`src/rtl/multicycle_ctrl_fsm.sv`:
```
// Multi-cycle MIPS control unit: sequences fetch/decode/execute/memory/writeback and drives datapath enables.
// Optional jump support is compiled in when MC_CTRL_JUMP_EN is defined.
module multicycle_ctrl_fsm #(
    parameter int CNT_W    = 32,
    parameter int MAX_WAIT = 15,
    parameter int WAIT_W   = 4
) (
    input  logic             clk,
    input  logic             reset,
    input  logic [5:0]       opcode,
    input  logic             zero_in,
    input  logic             mem_ready,
    output logic             mem_req,
    output logic             mem_we,
    output logic             iord,
    output logic             instr_write,
    output logic             pc_write,
    output logic [1:0]       pc_src,
    output logic             alu_src_a,
    output logic [1:0]       alu_src_b,
    output logic [1:0]       alu_op,
    output logic             reg_write,
    output logic             reg_dst,
    output logic             mem_to_reg,
    output logic [3:0]       state_out,
    output logic [CNT_W-1:0] retired,
    output logic             illegal_op,
    output logic             mem_timeout
);

    typedef enum logic [3:0] {
        S_FETCH  = 4'd0,
        S_DECODE = 4'd1,
        S_MEMADR = 4'd2,
        S_MEMRD  = 4'd3,
        S_MEMWB  = 4'd4,
        S_MEMWR  = 4'd5,
        S_EXEC   = 4'd6,
        S_ALUWB  = 4'd7,
        S_BRANCH = 4'd8,
        S_ADDIEX = 4'd9,
        S_ADDIWB = 4'd10,
`ifdef MC_CTRL_JUMP_EN
        S_JUMP   = 4'd11,
`endif
        S_HALT   = 4'd15
    } state_t;

    localparam logic [5:0] OP_RTYPE = 6'h00;
    localparam logic [5:0] OP_LW    = 6'h23;
    localparam logic [5:0] OP_SW    = 6'h2B;
    localparam logic [5:0] OP_BEQ   = 6'h04;
    localparam logic [5:0] OP_ADDI  = 6'h08;
`ifdef MC_CTRL_JUMP_EN
    localparam logic [5:0] OP_J     = 6'h02;
`endif

    state_t            state_reg, state_next;
    logic [WAIT_W-1:0] wait_cnt_reg, wait_cnt_next;
    logic [CNT_W-1:0]  retired_reg, retired_next;
    logic              illegal_reg, illegal_next;
    logic              timeout_reg, timeout_next;
    logic              wait_limit;
    logic              mem_wait;

    // The current waiting cycle is the last one allowed before giving up.
    assign wait_limit = (wait_cnt_reg == WAIT_W'(MAX_WAIT - 1));

    always_ff @(posedge clk or posedge reset) begin
        if (reset) begin
            state_reg    <= S_FETCH;
            wait_cnt_reg <= '0;
            retired_reg  <= '0;
            illegal_reg  <= 1'b0;
            timeout_reg  <= 1'b0;
        end else begin
            state_reg    <= state_next;
            wait_cnt_reg <= wait_cnt_next;
            retired_reg  <= retired_next;
            illegal_reg  <= illegal_next;
            timeout_reg  <= timeout_next;
        end
    end

    always_comb begin
        state_next   = state_reg;
        illegal_next = illegal_reg;
        timeout_next = timeout_reg;
        mem_req      = 1'b0;
        mem_we       = 1'b0;
        iord         = 1'b0;
        instr_write  = 1'b0;
        pc_write     = 1'b0;
        pc_src       = 2'b00;
        alu_src_a    = 1'b0;
        alu_src_b    = 2'b00;
        alu_op       = 2'b00;
        reg_write    = 1'b0;
        reg_dst      = 1'b0;
        mem_to_reg   = 1'b0;

        // Outputs are forced low for the whole reset pulse, dropping any in-flight request.
        if (!reset) begin
            case (state_reg)
                S_FETCH: begin
                    mem_req   = 1'b1;
                    alu_src_b = 2'b01;
                    if (mem_ready) begin
                        instr_write = 1'b1;
                        pc_write    = 1'b1;
                        state_next  = S_DECODE;
                    end else if (wait_limit) begin
                        state_next   = S_HALT;
                        timeout_next = 1'b1;
                    end
                end
                S_DECODE: begin
                    alu_src_b = 2'b11;
                    case (opcode)
                        OP_LW, OP_SW: state_next = S_MEMADR;
                        OP_RTYPE:     state_next = S_EXEC;
                        OP_BEQ:       state_next = S_BRANCH;
                        OP_ADDI:      state_next = S_ADDIEX;
`ifdef MC_CTRL_JUMP_EN
                        OP_J:         state_next = S_JUMP;
`endif
                        default: begin
                            state_next   = S_HALT;
                            illegal_next = 1'b1;
                        end
                    endcase
                end
                S_MEMADR: begin
                    alu_src_a  = 1'b1;
                    alu_src_b  = 2'b10;
                    state_next = (opcode == OP_LW) ? S_MEMRD : S_MEMWR;
                end
                S_MEMRD: begin
                    mem_req = 1'b1;
                    iord    = 1'b1;
                    if (mem_ready) begin
                        state_next = S_MEMWB;
                    end else if (wait_limit) begin
                        state_next   = S_HALT;
                        timeout_next = 1'b1;
                    end
                end
                S_MEMWB: begin
                    reg_write  = 1'b1;
                    mem_to_reg = 1'b1;
                    state_next = S_FETCH;
                end
                S_MEMWR: begin
                    mem_req = 1'b1;
                    mem_we  = 1'b1;
                    iord    = 1'b1;
                    if (mem_ready) begin
                        state_next = S_FETCH;
                    end else if (wait_limit) begin
                        state_next   = S_HALT;
                        timeout_next = 1'b1;
                    end
                end
                S_EXEC: begin
                    alu_src_a  = 1'b1;
                    alu_op     = 2'b10;
                    state_next = S_ALUWB;
                end
                S_ALUWB: begin
                    reg_write  = 1'b1;
                    reg_dst    = 1'b1;
                    state_next = S_FETCH;
                end
                S_BRANCH: begin
                    alu_src_a  = 1'b1;
                    alu_op     = 2'b01;
                    pc_src     = 2'b01;
                    pc_write   = zero_in;
                    state_next = S_FETCH;
                end
                S_ADDIEX: begin
                    alu_src_a  = 1'b1;
                    alu_src_b  = 2'b10;
                    state_next = S_ADDIWB;
                end
                S_ADDIWB: begin
                    reg_write  = 1'b1;
                    state_next = S_FETCH;
                end
`ifdef MC_CTRL_JUMP_EN
                S_JUMP: begin
                    pc_src     = 2'b10;
                    pc_write   = 1'b1;
                    state_next = S_FETCH;
                end
`endif
                S_HALT: begin
                    state_next = S_HALT;
                end
                default: begin
                    state_next = S_HALT;
                end
            endcase
        end

        mem_wait = mem_req & ~mem_ready;
        // Counter only survives while still waiting in the same state; any exit clears it.
        wait_cnt_next = (mem_wait && (state_next == state_reg)) ? wait_cnt_reg + 1'b1 : '0;
        retired_next  = ((state_next == S_FETCH) && (state_reg != S_FETCH) && (state_reg != S_HALT))
                        ? retired_reg + 1'b1 : retired_reg;
    end

    assign state_out   = state_reg;
    assign retired     = retired_reg;
    assign illegal_op  = illegal_reg;
    assign mem_timeout = timeout_reg;

endmodule
```
`config.mk`:
```
export PLATFORM = sky130hd
export DESIGN_NAME = multicycle_ctrl_fsm
export DESIGN_NICKNAME = d
export VERILOG_FILES = /design/src/rtl/multicycle_ctrl_fsm.sv
export SDC_FILE = /design/constraint.sdc
export NUM_CORES = 1
export LEC_CHECK = 0
export CORE_MARGIN = 5
export CORE_UTILIZATION = 53
export DETAILED_ROUTE_END_ITERATION = 7
export PLACE_DENSITY_LB_ADDON = 0.05
export REMOVE_ABC_BUFFERS = 1
export SYNTH_ARGS = -nofsm -noshare
export SYNTH_HDL_FRONTEND = slang
export SYNTH_SLANG_ARGS = --single-unit
```
`constraint.sdc`:
```
create_clock -name clk -period 5.2 [get_ports clk]
set_input_delay 0.52 -clock clk [delete_from_list [all_inputs] [get_ports clk]]
set_output_delay 0.52 -clock clk [all_outputs]
set_load 0.02 [all_outputs]
```
==> impl_metrics.xml <==
<?xml version="1.0" encoding="UTF-8"?>
<metrics>
  <group name="setup_path">
    <metric name="worstPathMaxFanout" unit="">18</metric>
    <metric name="ff2ff_path_depth" unit="">7</metric>
    <metric name="critPathLaunch" unit="">reset</metric>
    <metric name="r2r_end" unit="">retired[1]</metric>
    <metric name="path_class" unit="">input pin to flop</metric>
    <metric name="worstPathArrival" unit="ns">3.68</metric>
    <metric name="r2r_start" unit="">state_out[2]</metric>
    <metric name="critical_path.endpoint" unit="">retired[1]</metric>
    <metric name="cp-end-kind" unit="">flop</metric>
    <metric name="required" unit="ns">5.38</metric>
    <metric name="timing.reg2reg.setup_slack" unit="ns">2.09</metric>
    <metric name="startpoint_kind_of_the_worst_setup_timing_path" unit="">input pin</metric>
  </group>
  <group name="finish">
    <metric name="final_cell_count_no_fill" unit="">352</metric>
    <metric name="most_common_cell_after_layout_fill_and_taps_aside" unit="">sky130_fd_sc_hd__clkdlybuf4s50_1</metric>
    <metric name="nets" unit="">312</metric>
    <metric name="most-common-layout-cells" unit="">61 x sky130_fd_sc_hd__clkdlybuf4s50_1, 42 x sky130_fd_sc_hd__dfrtp_1, 31 x sky130_fd_sc_hd__xnor2_1, 17 x sky130_fd_sc_hd__and3_1, 17 x sky130_fd_sc_hd__nand4_1</metric>
    <metric name="largest_register_ff_count" unit="">32</metric>
    <metric name="area_growth_syn_to_layout" unit="%">27.94</metric>
    <metric name="fill_cell_instance_count_of_the_final_layout" unit="">362</metric>
    <metric name="layout_cell_share_with_drive_strength_beyond_1" unit="%">7.000</metric>
    <metric name="antenna_cells" unit="">0</metric>
  </group>
  <group name="power_and_ir_drop">
    <metric name="leakage" unit="nW">1.296</metric>
    <metric name="worst_ir_drop_vdd" unit="µV">254.3</metric>
    <metric name="power_frac_seq" unit="%">39.4</metric>
    <metric name="cell_internal_pwr" unit="µW">708.8</metric>
    <metric name="sw_frac_of_total" unit="%">38.64</metric>
    <metric name="cellPowerDensity" unit="nW/µm²">370.6</metric>
    <metric name="switchingPower" unit="µW">446.3</metric>
    <metric name="power_frac_clock" unit="%">21.8</metric>
    <metric name="power.combinational.fraction" unit="%">38.8</metric>
  </group>
  <group name="min_path">
    <metric name="min_path_type" unit="">flop to flop</metric>
  </group>
  <group name="sta">
    <metric name="timing.final.setup_violations" unit="">0</metric>
    <metric name="final_period_minus_worst_setup_slack" unit="ns">3.497</metric>
    <metric name="max_freq" unit="MHz">286.0</metric>
    <metric name="hold_viol_final" unit="">0</metric>
    <metric name="final_min_period_over_clock_period" unit="%">67.25</metric>
    <metric name="total_negative_setup_slack" unit="ns">0</metric>
    <metric name="worst_clock_skew" unit="ns">0.007203</metric>
    <metric name="worstMarginPinSlew" unit="ns">0.7395</metric>
    <metric name="relSlewSlack" unit="%">50.33</metric>
    <metric name="slew_viol_final" unit="">0</metric>
    <metric name="rsz0062_at_grt" unit="">false</metric>
  </group>
  <group name="placement">
    <metric name="placer_s_final_routability_congestion_estimate" unit="">0.8089</metric>
    <metric name="detailedPlacementHpwl" unit="µm">3898</metric>
    <metric name="dp_cells" unit="">344</metric>
    <metric name="numPortBuffers" unit="">61</metric>
  </group>
  <group name="floorplan">
    <metric name="start_util" unit="%">55.19</metric>
    <metric name="die_x" unit="µm">77.80</metric>
    <metric name="fp.coreArea" unit="µm²">4414</metric>
    <metric name="dieHeight" unit="µm">77.80</metric>
    <metric name="row_count" unit="">24</metric>
    <metric name="ioPinCount" unit="">63</metric>
    <metric name="dieArea" unit="µm²">6052</metric>
  </group>
  <group name="flow_run">
    <metric name="drv_cap" unit="">0</metric>
  </group>
  <group name="cts">
    <metric name="ctsResizeCount" unit="">0</metric>
    <metric name="cts_root_buf" unit="">sky130_fd_sc_hd__clkbuf_8</metric>
    <metric name="tritoncts_buffer_count" unit="">5</metric>
    <metric name="clockBufferDepth" unit="">2</metric>
    <metric name="cts.sinks" unit="">42</metric>
    <metric name="clkLatencyLatePin" unit="ns">0.29</metric>
    <metric name="cts_hold_buffers" unit="">0</metric>
    <metric name="clock_tree_from_tritoncts" unit="">yes</metric>
    <metric name="cts_setup_buffers" unit="">0</metric>
    <metric name="cts.reportedPaths.clkPinSlew" unit="ns">0.08</metric>
    <metric name="htreeDepth" unit="">2</metric>
  </group>
  <group name="grt">
    <metric name="number_of_antenna_violations_at_the_first_check_in_global_routing" unit="">0</metric>
    <metric name="grt_usage" unit="%">18.85</metric>
    <metric name="grt_pass1_vias" unit="">1939</metric>
    <metric name="grt_overflow" unit="">0</metric>
    <metric name="grt_start_max_net_pins" unit="">43</metric>
    <metric name="grt_first_pass_wirelength" unit="µm">9453</metric>
  </group>
  <group name="synth">
    <metric name="synth-seq-area-share" unit="%">43.14</metric>
    <metric name="synth_compound_area_share" unit="%">8.218</metric>
    <metric name="netlist_area" unit="µm²">2436</metric>
    <metric name="synth.area.mux_share" unit="%">0.9245</metric>
    <metric name="number_of_unique_standard_cell_types_used_by_synthesis" unit="">50</metric>
    <metric name="largest_family_of_logic_cells_by_synthesized_area" unit="">simple AND/OR/NAND/NOR gates</metric>
    <metric name="post_synth_fa_ha_maj_area_fraction" unit="%">1.541</metric>
    <metric name="xor_xnor_fraction_of_synth_area" unit="%">12.94</metric>
    <metric name="synthesis.yosys.warnings" unit="">0</metric>
    <metric name="synth_seq_cells" unit="">42</metric>
    <metric name="simple_logic_cell_fraction_of_the_synthesized_area" unit="%">27.53</metric>
    <metric name="post_synthesis_area_per_instance" unit="µm²">9.783</metric>
    <metric name="syn-instance-count" unit="">249</metric>
  </group>
  <group name="outcome">
    <metric name="status" unit="">completed</metric>
  </group>
  <group name="route">
    <metric name="drc_violations" unit="">0</metric>
    <metric name="route.vias.total" unit="">2027</metric>
    <metric name="viasPerCell" unit="">5.759</metric>
    <metric name="detail_route.wl_per_cell" unit="µm">15.38</metric>
    <metric name="totalWireLength" unit="µm">5413</metric>
    <metric name="drt_first_iter_violations" unit="">118</metric>
    <metric name="first_pass_iters" unit="">4</metric>
    <metric name="final_antenna_net_count" unit="">0</metric>
  </group>
</metrics>
==> final cells by class <==
class | instances | area [µm²] | share of cell area [%]
Sequential cell | 42 | 1051 | 33.72
Multi-Input combinational cell | 183 | 1250 | 40.10
Inverter | 4 | 15.01 | 0.4817
Clock buffer | 6 | 72.57 | 2.328
Timing Repair Buffer | 63 | 625.6 | 20.07
Tap cell | 52 | 65.06 | 2.088
Clock inverter | 2 | 37.54 | 1.204
==> critical path, cell delays in order <==
cell and delay, ns:
sky130_fd_sc_hd__clkdlybuf4s50_1 0.71, sky130_fd_sc_hd__or4_4 0.66, sky130_fd_sc_hd__o22ai_2 0.12, sky130_fd_sc_hd__a2bb2oi_2 0.18, sky130_fd_sc_hd__nand3_2 0.10, sky130_fd_sc_hd__nor4_4 0.68
sky130_fd_sc_hd__buf_4 0.34, sky130_fd_sc_hd__mux2_2 0.35
==> Yosys cell counts, drive strengths merged <==
master,n,area [µm²]
dfrtp,42,1051
xnor2,31,271.5
and3,17,106.4
nand4,17,106.4
nor2,16,60.06
buf,14,97.59
nand2,14,52.55
nand3,14,75.07
and2,8,50.05
clkbuf,6,22.52
nand2b,6,37.54
o21ai,6,30.03
nor3,5,25.02
xor2,5,43.79
a31oi,4,25.02
inv,4,15.01
a21oi,3,15.01
ha,3,37.54
nor4,3,40.04
a211oi,2,15.01
a21o,2,15.01
mux2,2,22.52
nor2b,2,12.51
nor3b,2,15.01
o22ai,2,18.77
o32ai,2,17.52
or4,2,18.77
a2111oi,1,10.01
a221oi,1,8.760
a22oi,1,7.510
a2bb2oi,1,15.01
and4,1,8.760
and4b,1,10.01
conb,1,3.750
nand3b,1,7.510
nor4b,1,8.760
o2111ai,1,15.01
o211ai,1,7.510
or2,1,6.260
or3b,1,8.760
or4b,1,10.01
or4bb,1,11.26
==> layer usage <==
layer | global-route usage (%) | vias up | wire length [µm]
met5 | 0 | - | 0
met4 | 5.670 | 0 | 53
met2 | 28.96 | 78 | 2519
met1 | 25.75 | 971 | 2389
li1 | - | 973 | -
met3 | 5.440 | 5 | 450
==> how the worst min path moves through the flow <==
stage / startpoint / endpoint / slack [ns] / depth (start not counted)
detailed placement: illegal_op / illegal_op / 0.45 / 1
CTS: illegal_op / illegal_op / 0.46 / 1
global route: mem_timeout / mem_timeout / 0.48 / 1
finish: illegal_op / illegal_op / 0.46 / 1
global placement: illegal_op / illegal_op / 0.44 / 1
floorplan: wait_cnt_reg[0] / wait_cnt_reg[0] / 0.45 / 1
==> stage by stage <==
| step | setup WS [ns] | util [%] | area [µm²] | hold WS, ns | power (mW) |
|---|---|---|---|---|---|
| after floorplan | 2.041 | - | 2316 | 0.4536 | 0.7269 |
| after global placement | 1.439 | 68.11 | 3007 | 0.4385 | 0.9083 |
| after detailed placement | 1.371 | 68.11 | 3007 | 0.4461 | 0.9104 |
| after CTS | 1.688 | 70.61 | 3117 | 0.4644 | 1.164 |
| after global routing | 1.465 | 70.61 | 3117 | 0.4777 | 1.233 |
| final | 1.703 | 70.61 | 3117 | 0.4560 | 1.155 |
==> kinds of logic after synthesis <==
family          count (synthesis)
fa+ha+maj                       3
other cells                     1
flops                          42
xor+xnor                       36
compound gates                 27
simple gates                  114
buf+inv                        24
mux                             2
==> power by group through the flow <==
stage	logic [mW]	clock network (mW)	registers [mW]
2_1_floorplan	0.252	0	0.475
3_3_place_gp	0.447	0	0.461
3_5_place_dp	0.451	0	0.460
4_1_cts	0.452	0.258	0.454
5_1_grt	0.487	0.276	0.470
6_report	0.448	0.252	0.455
(Power assumes the default switching activity.)
